<file path="config.mk">
export PLATFORM = sky130hd
export DESIGN_NAME = f3m_serial_mult_flat
export DESIGN_NICKNAME = d
export VERILOG_FILES = /design/src/rtl/f3m_serial_mult_if.sv /design/src/rtl/f3m_serial_mult.sv /design/src/flat_wrapper.sv
export SDC_FILE = /design/constraint.sdc
export NUM_CORES = 2
export LEC_CHECK = 0
export ABC_AREA = 0
export BUFFER_PORTS_ARGS = -buffer_cell sky130_fd_sc_hd__buf_2
export CAP_MARGIN = 30
export CORE_AREA = 2 2 259 261
export DETAILED_ROUTE_END_ITERATION = 10
export DIE_AREA = 0 0 261 263
export PLACE_DENSITY = 0.81
export RECOVER_POWER = 50
export SLEW_MARGIN = 20
export SYNTH_ARGS = -nofsm -noshare
export SYNTH_HDL_FRONTEND = slang
export SYNTH_SLANG_ARGS = --single-unit
</file>
<file path="constraint.sdc">
create_clock -name clk -period 7.7 [get_ports clk]
set_input_delay 0.77 -clock clk [delete_from_list [all_inputs] [get_ports clk]]
set_output_delay 0.77 -clock clk [all_outputs]
set_load 0.005 [all_outputs]
</file>
<file path="src/rtl/f3m_serial_mult_if.sv">
// Request/result bundle for the GF(3^M) digit-serial multiplier.
// The master drives operands and the start request; the slave returns the product and done level.
interface f3m_serial_mult_if #(
    parameter int M = 97
);
    logic             start;
    logic [2*M-1:0]   A;
    logic [2*M-1:0]   B;
    logic [2*M-1:0]   C;
    logic             done;

    modport master (
        output start,
        output A,
        output B,
        input  C,
        input  done
    );

    modport slave (
        input  start,
        input  A,
        input  B,
        output C,
        output done
    );
endinterface

</file>
<file path="src/rtl/f3m_serial_mult.sv">
// Digit-serial multiplier in GF(3^M) = GF(3)[x]/(x^M + x^TAP + 2).
// One coefficient of B is consumed per clock, most significant first (Horner form):
// acc <- acc*x mod P + d*A. The product is ready M clocks after the start edge.
module f3m_serial_mult #(
    parameter int M   = 97,
    parameter int TAP = 12
) (
    input  logic                clk,
    input  logic                reset,
    f3m_serial_mult_if.slave    bus
);

    localparam int CW = $clog2(M);

    typedef enum logic [1:0] {
        IDLE = 2'd0,
        RUN  = 2'd1,
        DONE = 2'd2
    } state_t;

    state_t             state_q, state_d;
    logic [2*M-1:0]     a_q, a_d;
    logic [2*M-1:0]     b_q, b_d;
    logic [2*M-1:0]     acc_q, acc_d;
    logic [CW-1:0]      cnt_q, cnt_d;
    logic [2*M-1:0]     accNext;
    logic [1:0]         topDigit;
    logic [1:0]         curDigit;
    logic [1:0]         shifted;

    // Mod-3 addition of two digits. Illegal code 11 on an input still yields a
    // canonical digit, so the accumulator can never hold 11.
    function automatic logic [1:0] add3(input logic [1:0] x, input logic [1:0] y);
        logic [2:0] t;
        t = {1'b0, x} + {1'b0, y};
        if (t >= 3'd3) t = t - 3'd3;
        if (t >= 3'd3) t = t - 3'd3;
        return t[1:0];
    endfunction

    // Mod-3 product of a digit by a scalar digit; code 11 is treated as zero.
    function automatic logic [1:0] scale3(input logic [1:0] d, input logic [1:0] x);
        logic [1:0] r;
        r = 2'b00;
        if (x != 2'b11) begin
            case (d)
                2'b01:   r = x;
                2'b10:   r = {x[0], x[1]};
                default: r = 2'b00;
            endcase
        end
        return r;
    endfunction

    // Datapath: shift accumulator up one coefficient, fold the dropped top digit
    // back in via x^M = 2x^TAP + 1, then add the current B digit times A.
    always_comb begin
        accNext  = '0;
        shifted  = 2'b00;
        topDigit = acc_q[2*(M-1) +: 2];
        curDigit = b_q[2*int'(cnt_q) +: 2];
        for (int i = 0; i < M; i++) begin
            if (i == 0) begin
                shifted = topDigit;
            end else begin
                shifted = acc_q[2*(i-1) +: 2];
            end
            if (i == TAP) begin
                shifted = add3(shifted, scale3(2'b10, topDigit));
            end
            accNext[2*i +: 2] = add3(shifted, scale3(curDigit, a_q[2*i +: 2]));
        end
    end

    // Control: next-state and register loads; start is honoured only in IDLE or DONE.
    always_comb begin
        state_d = state_q;
        a_d     = a_q;
        b_d     = b_q;
        acc_d   = acc_q;
        cnt_d   = cnt_q;
        case (state_q)
            IDLE, DONE: begin
                if (bus.start) begin
                    a_d     = bus.A;
                    b_d     = bus.B;
                    acc_d   = '0;
                    cnt_d   = CW'(M - 1);
                    state_d = RUN;
                end
            end
            RUN: begin
                acc_d = accNext;
                if (cnt_q == '0) begin
                    state_d = DONE;
                end else begin
                    cnt_d = cnt_q - 1'b1;
                end
            end
            default: begin
                state_d = IDLE;
            end
        endcase
    end

    // State and datapath registers with synchronous reset that abandons any run.
    always_ff @(posedge clk) begin
        if (reset) begin
            state_q <= IDLE;
            a_q     <= '0;
            b_q     <= '0;
            acc_q   <= '0;
            cnt_q   <= '0;
        end else begin
            state_q <= state_d;
            a_q     <= a_d;
            b_q     <= b_d;
            acc_q   <= acc_d;
            cnt_q   <= cnt_d;
        end
    end

    assign bus.C    = acc_q;
    assign bus.done = (state_q == DONE);

endmodule
</file>
<file path="src/flat_wrapper.sv">
// flat-port wrapper written by rule: the top's interface ports become plain ports
module f3m_serial_mult_flat 
#(
    parameter int M   = 97,
    parameter int TAP = 12
)
  (clk, reset, bus_start, bus_A, bus_B, bus_C, bus_done);
  f3m_serial_mult_if #(.M(M)) bus_i ();
  input  logic clk;
  input  logic reset;
  input wire logic [$bits(bus_i.start)-1:0] bus_start;
  input wire logic [$bits(bus_i.A)-1:0] bus_A;
  input wire logic [$bits(bus_i.B)-1:0] bus_B;
  output wire logic [$bits(bus_i.C)-1:0] bus_C;
  output wire logic [$bits(bus_i.done)-1:0] bus_done;
  assign bus_i.start = bus_start;
  assign bus_i.A = bus_A;
  assign bus_i.B = bus_B;
  assign bus_C = bus_i.C;
  assign bus_done = bus_i.done;
  f3m_serial_mult #(.M(M), .TAP(TAP)) u_core (.clk(clk), .reset(reset), .bus(bus_i));
endmodule
</file>
---- Word level (Yosys, flattened, before mapping) ----
Index checks and enable logic that the tools add are counted.
cells by class
  $add $sub $neg .......................... 295
  magnitude comparators ................... 196
  eq/ne operators ......................... 105
  shifts and indexed selects .............. 1
  multiplexer cells ....................... 399
  reductions and logical operators ........ 8
operator list
  operator             number
  $ge 3x2->1 const B   196
  $mux 2               198
  $pmux 2 s2           98
  $pmux 194 s2         1
  $add 2x2->3          98
  $mux 3               98
  $sub 3x2->3 const B  98
  $ne 2x2->1 const B   100
  $sub 2x2->2 const B  98
  $mux 194             1
  $shiftx 194x9->2     1
  $mux 7               2
  $pmux 7 s2           1
  $logic_not 7->1      1
  $sub 7x1->7 const B  1
  $reduce_and 2->1     3
  $eq 2x1->1 const B   2
  $eq 2x2->1 const B   2
  $reduce_and 3->1     1
  $logic_not 2->1      1
  $ne 2x1->1 const B   1
  $reduce_bool 2->1    1
  $reduce_or 2->1      1
word-level totals
  flip-flop bits (word level) ............. 591
  bits of input ports ..................... 391
  output and inout port bits .............. 195
  logic and storage cells ................. 1009

---- Depth between registers and ports, before layout ----
  depth after elaboration ................. 13
  depth in mapped cells ................... 28

---- Worst setup path after synthesis ----
No wires, ideal clock.
  path kind ............................... register to register
  start ................................... register u_core.cnt_q[0]
  end ..................................... register u_core.acc_q[157], in the netlist u_core.bus.C[157]
  setup time .............................. 137 ps
  data arrival time ....................... 5196 ps
  path slack .............................. 2366 ps
  stages on the path, launching flop included .. 26
  buffers on the path ..................... 5
  period minus slack after synthesis ...... 5334 ps
  cell sequence ........................... dfxtp_1 -> buf_6 -> buf_4 -> mux4_2 -> mux2_2 -> o211ai_1 -> a22o_1 -> ha_1 -> clkbuf_1 -> clkbuf_1 -> clkbuf_1 -> a22oi_1 -> nor2_1 -> ha_1 -> inv_1 -> fa_1 -> inv_1 -> ha_1 -> ha_1 -> nor2b_1 -> nor2_1 -> o21bai_1 -> ha_1 -> a221oi_1 -> mux2i_1 -> a211oi_1
on the way
  word-level cells in the longest chain between the ends .. 10
RTL lines
  what                                              RTL line                RTL
  from (decl)                                       f3m_serial_mult.sv:25   logic [CW-1:0] cnt_q, cnt_d;
  from (signal assigned)                            f3m_serial_mult.sv:119  cnt_q <= cnt_d;
  $shiftx 194x9->2 (*)                              f3m_serial_mult.sv:61   curDigit = b_q[2*int'(cnt_q) +: 2];
  $eq 2x2->1 / $eq 2x1->1 (equally long branches)   f3m_serial_mult.sv:46   case (d)
  $pmux 2 s2 (*)                                    f3m_serial_mult.sv:46
  $mux 2 (*)                                        f3m_serial_mult.sv:45   if (x != 2'b11) begin
  $add 2x2->3 (*)                                   f3m_serial_mult.sv:35   t = {1'b0, x} + {1'b0, y};
  $sub 3x2->3 / $ge 3x2->1 (equally long branches)  f3m_serial_mult.sv:36   if (t >= 3'd3) t = t - 3'd3;
  $mux 3 (*)                                        f3m_serial_mult.sv:36
  $ge 3x2->1 / $sub 2x2->2 (equally long branches)  f3m_serial_mult.sv:37   if (t >= 3'd3) t = t - 3'd3;
  $mux 2 (*)                                        f3m_serial_mult.sv:37
  $pmux 194 s2 (*)                                  f3m_serial_mult.sv:82   case (state_q)
  to (signal assigned)                              f3m_serial_mult.sv:112  acc_q <= '0;
  to (signal assigned)                              f3m_serial_mult.sv:118  acc_q <= acc_d;
  to (decl)                                         f3m_serial_mult.sv:24   logic [2*M-1:0] acc_q, acc_d;
Every way passes the cells marked *; elsewhere a longest branch is shown, timed or not.
A chain may end at the register's enable or synchronous reset.

---- Worst setup path in the final report ----
  start ................................... register u_core.cnt_q[0]
  end ..................................... register u_core.acc_q[51], in the netlist u_core.bus.C[51]
Same word-level chain as after synthesis.

==> reports/summary.log <==
qor: setup_path.timing.critical_path.depth 22
qor: setup_path.r2r.worst_path.cells 22
qor: clocking.cts_hold_buffers 0
qor: clocking.worst_setup_hold_path_clk_slew 0.07 ns
qor: synthesis.post_synth_arst_share 0%
qor: global_routing.grt_first_pass_wirelength 170000 um
qor: hold_path.min_path_type primary input to flip-flop
qor: clocking.cts_tree done
qor: drt.routed-wl-met2 50500 um
qor: drt.wl 106000 um
qor: drt.detail_route.first_pass.iterations 6
qor: setup_path.critPathTopFamily adder cells
qor: setup_path.critical-path-max-stage-delay 0.90 ns
qor: cells_and_area.final_net_count 5975
qor: synthesis.syn_nets 5572
qor: place.placedInstanceArea 41200 sq um
qor: pwr.power_leakage 0.0186 uW
qor: place.gp_congestion 0.871
qor: timing.rsz_0062_raised_after_global_routing false
qor: die.starting_density_of_the_core 57.7%
qor: cells_and_area.final_core_utilization 66.0%
qor: global_routing.via_count_of_the_first_global_routing_pass 34.6k
qor: drt.wl_per_cell 17.3 um
qor: setup_path.worstPathRequired 7.99 ns
qor: setup_path.cp_max_fo 45
qor: synthesis.ys_top_cells_by_area sky130_fd_sc_hd__dfxtp_1 (31%), sky130_fd_sc_hd__nand2_1 (9.7%), sky130_fd_sc_hd__ha_1 (8.8%), sky130_fd_sc_hd__a21oi_1 (7.8%), sky130_fd_sc_hd__nor2b_1 (5.6%)
qor: drt.route.detailed.vias_per_inst 5.89
qor: setup_path.path_buf_inv 3
qor: setup_path.critPathSlowestCell sky130_fd_sc_hd__dfxtp_4
qor: timing.setup_ws 0.701 ns
qor: place.placement.io_buffers 585
qor: pwr.irDropWorstVdd 0.180 mV
qor: die.core 65600 sq um
qor: synthesis.synth_warnings 0
qor: timing.timing.final.crit_share 90.9%
qor: clocking.clock_tree.buffer_depth 3
qor: drt.route.layer.met1.wl 43200 um
qor: timing.report.final.setup_viol 0
qor: synthesis.synth-simple-area-share 23.7%
qor: synthesis.synth-compound-area-share 21.5%
qor: setup_path.cp_common_cell sky130_fd_sc_hd__ha_1
qor: synthesis.combinational_family_with_the_most_area_after_synthesis simple AND/OR/NAND/NOR gates
qor: die.die_h 263 um
qor: synthesis.synth_edf_count 0
qor: timing.tightest_slew 4.66 ns
qor: setup_path.worst_setup_sp_type flip-flop
qor: global_routing.grt_antenna_before_repair 8
qor: place.hpwl 73800 um
qor: clocking.cts_setup_buffers 0
qor: die.area_of_the_die 68600 sq um
qor: global_routing.global_route.usage.total 30.0%
qor: drt.routed-wl-met3 6860 um
qor: synthesis.synth_adder_area_share 13.9%
qor: place.placement.setup.worst_slack 0.973 ns
qor: synthesis.post_synth_num_cell_types 52
qor: timing.holdWs 0.377 ns
qor: setup_path.crit_type flip-flop to flip-flop
qor: clocking.cts_repair_resize_count 0
qor: timing.slew_violations 596
qor: die.floorplan.io_pins 586
qor: synthesis.synth_top_cell_by_area sky130_fd_sc_hd__dfxtp_1
qor: setup_path.path_cells mux4_2 -> mux2i_1 -> o22ai_1 -> nor4_2 -> a22o_1 -> ha_4 -> buf_4 -> a22oi_1 -> nor2_1 -> ha_1 -> inv_1 -> fa_1 -> inv_1 -> ha_1 -> ha_1 -> nor2b_1 -> nor2_1 -> o21bai_1 -> ha_1 -> a221oi_1 -> mux2i_1 -> a211oi_1
qor: global_routing.overflow 0
qor: synthesis.synthDominantCellAreaShare 31.2%
qor: timing.finalClockSkew 0.0319 ns
qor: setup_path.timing.critical_path.arrival 7.29 ns
qor: timing.layout_min_cycle_time 7.00 ns
qor: synthesis.netlist_instances 4818
qor: clocking.htree_levels 3
qor: synthesis.ys.flop_type sky130_fd_sc_hd__dfxtp_1
qor: drt.route.vias.total 36.2k
qor: synthesis.synthMuxAreaShare 4.96%
qor: clocking.number_of_buffers_created_by_cts 67
qor: synthesis.netlist_area 37900 sq um
qor: clocking.insertion_delay 0.63 ns
qor: outcome.run_status finished with violations
qor: clocking.clock_tree_root_buffer_cell sky130_fd_sc_hd__clkbuf_16
qor: synthesis.synth-seq-area-share 31.2%
qor: pwr.cellPowerDensity 209 nW/um^2
qor: drt.detail_route.drc_violations 0
qor: drt.highest-signal-layer met5
qor: outcome.violations max-capacitance violations, max-slew violations
qor: cells_and_area.area_overhead_vs_synth 14.3%
qor: drt.drt_iter0_markers 2546
qor: timing.setup_total_negative_slack 0 ns
qor: clocking.cts.sinks 591
qor: hold_path.hold-path-cell-count 3
qor: job.timing.max_cap.violations 3
qor: timing.hold_viol 0
qor: cells_and_area.finalInstanceArea 43300 sq um
qor: cells_and_area.post_route_cells_drive_above_1_share 12.8%
qor: cells_and_area.nFillCells 5485
qor: die.die_width 261 um
qor: global_routing.grt_max_degree 240
qor: synthesis.yosys.area_share.xor_xnor 0.324%
qor: timing.timing.fmax 0.143 GHz
qor: timing.max_slew_margin -210%
qor: setup_path.end_kind flip-flop
qor: die.number_of_rows_in_the_core_area 94
qor: drt.drtAntennaViolNets 0
qor: synthesis.synth_area_per_cell 7.86 sq um
qor: synthesis.synth-seq-cells 591
logic make-up after synthesis:
logic type | after synthesis
simple gates | 1970
compound gates | 1320
flops | 591
buf+inv | 423
fa+ha+maj | 363
mux | 137
xor+xnor | 14
sequential cells by signal (all words and copies together) (netlist names):
name,count
u_core.a_q,194
u_core.b_q,194
u_core.bus.C,194
u_core.cnt_q,7
u_core.state_q,2
layout by cell type (no fill, tap or decap), types with 21 or more instances in the layout:
master and count:
sky130_fd_sc_hd__a31oi_1 25, sky130_fd_sc_hd__fa_1 98, sky130_fd_sc_hd__or2_2 34, sky130_fd_sc_hd__dfxtp_1 589, sky130_fd_sc_hd__inv_1 142, sky130_fd_sc_hd__a32oi_1 35
sky130_fd_sc_hd__mux2i_1 77, sky130_fd_sc_hd__mux4_2 37, sky130_fd_sc_hd__nand2_1 983, sky130_fd_sc_hd__a21oi_1 592, sky130_fd_sc_hd__and3_1 36, sky130_fd_sc_hd__a22oi_1 227
sky130_fd_sc_hd__ha_1 263, sky130_fd_sc_hd__clkbuf_1 165, sky130_fd_sc_hd__o31ai_1 37, sky130_fd_sc_hd__nor3_1 47, sky130_fd_sc_hd__buf_2 432, sky130_fd_sc_hd__o21a_1 45
sky130_fd_sc_hd__and2_1 33, sky130_fd_sc_hd__mux2_2 22, sky130_fd_sc_hd__o21ai_0 131, sky130_fd_sc_hd__nor2b_1 341, sky130_fd_sc_hd__a211o_1 33, sky130_fd_sc_hd__clkbuf_16 67
sky130_fd_sc_hd__buf_4 21, sky130_fd_sc_hd__nor3b_1 28, sky130_fd_sc_hd__nand3_1 32, sky130_fd_sc_hd__a211oi_1 33, sky130_fd_sc_hd__nand2b_1 41, sky130_fd_sc_hd__o22ai_1 60
sky130_fd_sc_hd__nor2_1 338
worst min-delay path, stage by stage:
cell                      delay, ns
sky130_fd_sc_hd__buf_2         0.09
sky130_fd_sc_hd__nand2_1       0.05
sky130_fd_sc_hd__a21oi_1       0.05
worst paths after layout:
check | endpoint | from | slack (ns)
max | u_core.bus.C[51] | u_core.cnt_q[0] | 0.70
min | u_core.b_q[35] | bus_B[35] | 0.38
max reg2reg | u_core.bus.C[51] | u_core.cnt_q[0] | 0.70
min reg2reg | u_core.b_q[121] | u_core.b_q[121] | 0.45
layout make-up:
class	instances	area, sq um	share of cell area (%)
repair buffers	615	3050	7.03
well taps	864	1080	2.50
diodes	7	17.5	0.0404
multi-input cells	3804	24500	56.5
flip-flops and latches	591	11800	27.3
clock buffers	94	1920	4.43
inverters	142	533	1.23
clock inverters	27	415	0.959
Yosys cell counts (all sizes together), types with 18 or more instances:
cell type,n
inv,142
dfxtp,591
o21a,45
clkbuf,250
a21boi,18
nand2,983
o21ai,131
a22oi,227
or2,34
ha,265
nor3b,28
buf,31
o31ai,37
a211oi,33
and2,33
nand2b,43
nor4,19
mux2,22
and3,36
mux4,38
a31oi,25
nor3,47
a211o,33
nand3,32
nand3b,19
a21oi,592
nor2b,342
fa,98
a32oi,35
nor2,340
o22ai,60
o221ai,20
mux2i,77
o2111ai,18
per-layer routing:
| layer | track usage (%) | vias to the layer above |
|---|---|---|
| met5 | 0 | - |
| met4 | 16.0 | 2 |
| met3 | 5.18 | 299 |
| met2 | 50.4 | 1197 |
| met1 | 36.5 | 17000 |
| li1 | - | 17700 |
metrics by stage:
stage,cells,total power [uW]
finish,6144,9040
global route,6144,9450
CTS,6136,9050
detailed placement,6015,5670
global placement,6014,5600
floorplan,4818,5010
power breakdown:
| group | total (uW) | internal (uW) | switching [uW] |
|---|---|---|---|
| Sequential | 3390 | 3230 | 158 |
| Combinational | 2260 | 809 | 1450 |
| Clock | 3390 | 2000 | 1390 |
| Total | 9040 | 6040 | 3000 |
Power figures use the tool's default switching activity.
